File: config.mk
export PLATFORM = sky130hd
export DESIGN_NAME = fifo_rd_streamer
export DESIGN_NICKNAME = d
export VERILOG_FILES = /design/src/rtl/fifo_pkg.sv /design/src/rtl/stream_skid_buf.sv /design/src/rtl/fifo_rd_streamer.sv
export SDC_FILE = /design/constraint.sdc
export NUM_CORES = 1
export LEC_CHECK = 0
export CAP_MARGIN = 10
export CORE_ASPECT_RATIO = 2
export CORE_MARGIN = 2
export CORE_UTILIZATION = 50
export CTS_CLUSTER_DIAMETER = 40
export CTS_CLUSTER_SIZE = 28
export DETAILED_ROUTE_END_ITERATION = 8
export PLACE_DENSITY = 0.8
export SETUP_SLACK_MARGIN = 0.15
export SLEW_MARGIN = 20
export SYNTH_ARGS = -nofsm -noshare
export SYNTH_HDL_FRONTEND = slang
export SYNTH_SLANG_ARGS = --single-unit
File: constraint.sdc
create_clock -name clk -period 6.4 [get_ports clk]
set_clock_uncertainty 0.1 [all_clocks]
set_input_delay 1.28 -clock clk [delete_from_list [all_inputs] [get_ports clk]]
set_output_delay 1.28 -clock clk [all_outputs]
set_load 0.01 [all_outputs]
File: src/rtl/fifo_pkg.sv
// Shared definitions for the FIFO read streamer: FSM encoding and packet counter width.
package fifo_pkg;

  typedef enum logic [1:0] {
    ST_IDLE = 2'd0,
    ST_RUN  = 2'd1,
    ST_STOP = 2'd2
  } state_t;

  localparam int PKT_CNT_W = 16;

endpackage

File: src/rtl/stream_skid_buf.sv
// Two-entry in-order buffer; entry 0 is always the head presented downstream.
module stream_skid_buf #(
  parameter int WIDTH = 9
) (
  input  logic             clk,
  input  logic             rst,
  input  logic             i_push,
  input  logic [WIDTH-1:0] i_data,
  input  logic             i_pop,
  output logic [WIDTH-1:0] o_data,
  output logic [1:0]       o_cnt
);

  logic [WIDTH-1:0] r_e0;
  logic [WIDTH-1:0] r_e1;
  logic [1:0]       r_cnt;
  logic             w_push;
  logic             w_pop;

  // Guard against pushing into a full buffer or popping an empty one.
  assign w_push = i_push & (r_cnt != 2'd2);
  assign w_pop  = i_pop  & (r_cnt != 2'd0);

  always_ff @(posedge clk) begin
    if (rst) begin
      r_e0  <= '0;
      r_e1  <= '0;
      r_cnt <= 2'd0;
    end else begin
      case ({w_push, w_pop})
        2'b10: begin
          if (r_cnt == 2'd0) r_e0 <= i_data;
          else               r_e1 <= i_data;
          r_cnt <= r_cnt + 2'd1;
        end
        2'b01: begin
          r_e0  <= r_e1;
          r_cnt <= r_cnt - 2'd1;
        end
        2'b11: begin
          // Occupancy is 1 here, so the new word becomes the head.
          r_e0 <= i_data;
        end
        default: ;
      endcase
    end
  end

  assign o_data = r_e0;
  assign o_cnt  = r_cnt;

endmodule

File: src/rtl/fifo_rd_streamer.sv
// Reads a FIFO and emits fixed-length packets on a valid/ready stream; never truncates a packet when en drops.
module fifo_rd_streamer
  import fifo_pkg::*;
#(
  parameter int WIDTH   = 8,
  parameter int PKT_LEN = 4
) (
  input  logic                 clk,
  input  logic                 rst,
  input  logic                 en,
  input  logic                 fifo_empty,
  input  logic [WIDTH-1:0]     fifo_data,
  output logic                 fifo_rd_en,
  output logic [WIDTH-1:0]     out_data,
  output logic                 out_valid,
  input  logic                 out_ready,
  output logic                 out_last,
  output logic                 busy,
  output logic [PKT_CNT_W-1:0] pkt_count,
  output logic [1:0]           dbg_state
);

  // Stream handshake: a beat transfers on a rising edge where out_valid and
  // out_ready are both high; out_data/out_last hold while valid waits for ready.

  localparam int IDX_W = (PKT_LEN > 1) ? $clog2(PKT_LEN) : 1;
  localparam logic [IDX_W-1:0] LAST_IDX = IDX_W'(PKT_LEN - 1);

  state_t               r_state;
  state_t               w_state_nxt;
  logic [IDX_W-1:0]     r_rd_idx;
  logic [PKT_CNT_W-1:0] r_pkt_count;
  logic [1:0]           w_cnt;
  logic [WIDTH:0]       w_head;
  logic                 w_rd_allowed;
  logic                 w_rd;
  logic                 w_pop;
  logic                 w_last_in;

  // Reading depends only on state, occupancy and FIFO flag, never on out_ready.
  assign w_rd_allowed = (r_state == ST_RUN) | ((r_state == ST_STOP) & (r_rd_idx != '0));
  assign w_rd         = w_rd_allowed & ~fifo_empty & (w_cnt < 2'd2);
  assign w_last_in    = (r_rd_idx == LAST_IDX);
  assign w_pop        = out_valid & out_ready;

  stream_skid_buf #(
    .WIDTH(WIDTH + 1)
  ) u_buf (
    .clk    (clk),
    .rst    (rst),
    .i_push (w_rd),
    .i_data ({w_last_in, fifo_data}),
    .i_pop  (w_pop),
    .o_data (w_head),
    .o_cnt  (w_cnt)
  );

  always_ff @(posedge clk) begin
    if (rst) begin
      r_state     <= ST_IDLE;
      r_rd_idx    <= '0;
      r_pkt_count <= '0;
    end else begin
      r_state <= w_state_nxt;
      if (w_rd) begin
        if (w_last_in) r_rd_idx <= '0;
        else           r_rd_idx <= r_rd_idx + IDX_W'(1);
      end
      if (w_pop & w_head[WIDTH]) r_pkt_count <= r_pkt_count + PKT_CNT_W'(1);
    end
  end

  always_comb begin
    w_state_nxt = r_state;
    case (r_state)
      ST_IDLE: if (en) w_state_nxt = ST_RUN;
      ST_RUN:  if (!en) w_state_nxt = ST_STOP;
      ST_STOP: begin
        if (en)                                     w_state_nxt = ST_RUN;
        else if ((r_rd_idx == '0) && (w_cnt == 2'd0)) w_state_nxt = ST_IDLE;
      end
      default: w_state_nxt = ST_IDLE;
    endcase
  end

  assign fifo_rd_en = w_rd;
  assign out_valid  = (w_cnt != 2'd0);
  assign out_data   = w_head[WIDTH-1:0];
  assign out_last   = out_valid & w_head[WIDTH];
  assign busy       = (r_state != ST_IDLE) | (w_cnt != 2'd0);
  assign pkt_count  = r_pkt_count;
  assign dbg_state  = r_state;

endmodule

==> results.cfg <==
[run_status]
status = finished, final reports clean

[clocking]
ctsResizeCount = 0
cts_setup_buffers = 0
cts_sinks = 40
clockBufferDepth = 2
cts_buffers = 5
ctsHoldBuffers = 0
htreeDepth = 2
cts_root_buf = clkbuf_8
clock_latency_ns = 0.30
path_clk_slew_ns = 0.07
cts_tree = built

[critical_path]
cp-end-kind = output port
crit_chain = clkdlybuf4s50_1, nor2_1, o21ai_0, inv_1, clkdlybuf4s50_1
critPathTopFamily = buffers and inverters
arrival_ns = 2.69
critical-path-max-stage-delay_ns = 0.55
slowest_stage = clkdlybuf4s50_1
path_buf_inv = 3
start_kind = primary input
crit_required_ns = 5.02
crit_top_cell = clkdlybuf4s50_1
crit_fanout = 5
crit_type = in2out

[detailed_routing]
vias = 1589
via_per_inst = 5.314
drc_errors = 0
avgRoutedWirePerCell_um = 13.58
dr.pass1.iters = 4
initialDrtViolationCount = 35
totalWireLength_um = 4059
antenna_left = 0

[synthesis]
synth_top_family_by_area = simple AND/OR/NAND/NOR gates
synth.mux.area_fraction_pct = 5.281
synth-xor-area-share_pct = 5.545
yosys-top-cells-count = 40 x dfxtp_1, 25 x nor2_1, 17 x inv_1
synth_cell_types = 31
synth-compound-area-share_pct = 13.80
synthFlopType = dfxtp_1
avgSynthCellArea_um2 = 8.735
ys_seq_elements = 40
yosysMostFrequentCell = dfxtp_1
synth_fa_ha_area_share_pct = 3.300
synth_top_area_share_pct = 42.24
synth_area_um2 = 1896
yosys_warnings = 0
synth_area_leader_cell = dfxtp_1
syn_inst = 217
ys_top_cells_by_area = dfxtp_1 42%, mux2i_1 5.3%, nor2_1 5.0%
yosys.area_share.simple_pct = 21.06
async_reset_ff_share_pct = 0
synth.net_count = 235
synth_edf_count = 0
ys_seq_area_share_pct = 42.24

[timing]
setup_viol = 0
maxSlewViolCount = 0
rsz0062_at_grt = no
tightestPinTransition_ns = 0.7847
hold_viol = 0
holdWs_ns = 0.3547
period_share_pct = 63.56
setup-tns-final_ns = 0
finalCriticalPeriod_ns = 4.068
max_slew_margin_pct = 47.34
worst_slack_ns = 2.332
fmax_ghz = 0.2458

[grt]
gr-total-overflow = 0
grt_pass1_vias = 1569
grt_use_met1_pct = 23.87
grt_max_degree = 41
grt_pass1_wl_um = 6810
grtUsageMet3_pct = 4.374
grt_antenna_before_repair = 0
grt_usage_pct = 21.18
met2_usage_pct = 36.04
busiest_layer = met2

[finish]
syn_to_final_growth_pct = 26.07
design_area_um2 = 2390
antenna_cells = 0
nets = 267
fillers = 352
drive_gt1_share_pct = 4.000

[pwr]
finalPower_mw = 0.5971
p_leak_nw = 0.9363
irDropWorstVdd_uv = 193.3
power_density_nw_per_um2 = 249.8

[die]
die_h_um = 91.08
die_w_um = 47.54
design.core.area_um2 = 3646
pin_count = 43
start_util_pct = 51.99
core.rowCount = 31
die_area_um2 = 4330

[placement]
hpwlAfterDp_um = 2781
dp_slack_ns = 2.339
io_buffers = 42
finalWeightedCongestion = 0.7156
placed_area_um2 = 2282

[run]
drv_cap = 0

[min_path]
min_path_type = reg2reg
[kinds of logic (layout without fill, tap and decap cells)]
| family | count (synthesis) | in the layout |
|---|---|---|
| simple gates | 77 | 77 |
| compound gates | 38 | 38 |
| mux | 10 | 10 |
| xor+xnor | 12 | 12 |
| flops | 40 | 40 |
| buf+inv | 35 | 68 |
| fa+ha+maj | 5 | 5 |
[flip-flops by register name, summed over array words and instances (netlist names)]
| register | cells |
|---|---|
| u_buf.o_data | 9 |
| r_rd_idx | 2 |
| pkt_count | 16 |
| u_buf.o_cnt | 2 |
| dbg_state | 2 |
| u_buf.r_e1 | 9 |
[path summary, 6_finish.rpt]
| kind | startpoint | to | slack [ns] | cells past startpoint |
|---|---|---|---|---|
| worst max-delay path | fifo_empty | fifo_rd_en | 2.33 | 5 |
| worst min-delay path | u_buf.o_data[7] | u_buf.o_data[7] | 0.35 | 2 |
| worst max register to register | r_rd_idx[0] | u_buf.o_cnt[1] | 3.85 | 8 |
| worst min register to register | u_buf.o_data[7] | u_buf.o_data[7] | 0.35 | 2 |
[layout by cell type, fill, tap and decap left out]
cell / Yosys / routed
dfxtp_1: 40 / 40
or4_4: 1 / 1
nor3b_1: 1 / 1
o211ai_2: 1 / 1
o21ai_1: 1 / 1
clkbuf_1: 8 / 1
clkbuf_8: 0 / 5
nand4b_1: 2 / 2
clkinv_2: 0 / 1
nor3_1: 3 / 3
inv_1: 17 / 17
and4_1: 2 / 2
and2_1: 2 / 2
o21ai_0: 7 / 7
and3_1: 2 / 2
or3_1: 6 / 6
nand4_1: 4 / 4
nand2_1: 10 / 10
xnor2_1: 6 / 6
nand3_1: 6 / 6
mux2i_1: 10 / 10
nor4_1: 2 / 2
a211oi_1: 10 / 10
nand2b_1: 1 / 1
bufinv_16: 0 / 1
a221oi_1: 9 / 9
clkdlybuf4s50_1: 0 / 42
xor2_1: 6 / 6
o211a_1: 1 / 1
nor2_1: 25 / 25
buf_4: 9 / 1
ha_1: 5 / 5
nor2b_1: 10 / 10
a21oi_1: 9 / 9
[stage by stage]
step | instances | utilization [%]
after global routing | 299 | 65.55
after CTS | 299 | 65.55
after global placement | 291 | 62.59
after detailed placement | 291 | 62.59
final | 299 | 65.55
after floorplan | 217 | -
[power by group]
part	internal, mW	switching (mW)	total (mW)
clock network	0.116	0.0858	0.201
logic	0.0588	0.0591	0.118
registers	0.265	0.0125	0.278
total	0.440	0.157	0.597
[final cells by class]
type | instances | area [um2] | area share, %
clock buffers | 6 | 72.57 | 3.037
clock inverters | 2 | 35.03 | 1.466
inverters | 17 | 63.81 | 2.670
multi-input cells | 142 | 928.4 | 38.85
flip-flops and latches | 40 | 800.8 | 33.51
well taps | 49 | 61.31 | 2.565
repair buffers | 43 | 427.9 | 17.91
[per-layer routing]
layer | wire length [um] | part of all wire [%]
met4 | 91 | 2.2
met3 | 151 | 3.7
met2 | 2193 | 54
met5 | 0 | 0
met1 | 1622 | 40
[tightest hold or removal path, cell delays in order (launching register included)]
cell      delay (ns)
dfxtp_1         0.31
inv_1           0.05
a211oi_1        0.05
Note: power is estimated with default switching activity, not from simulation.
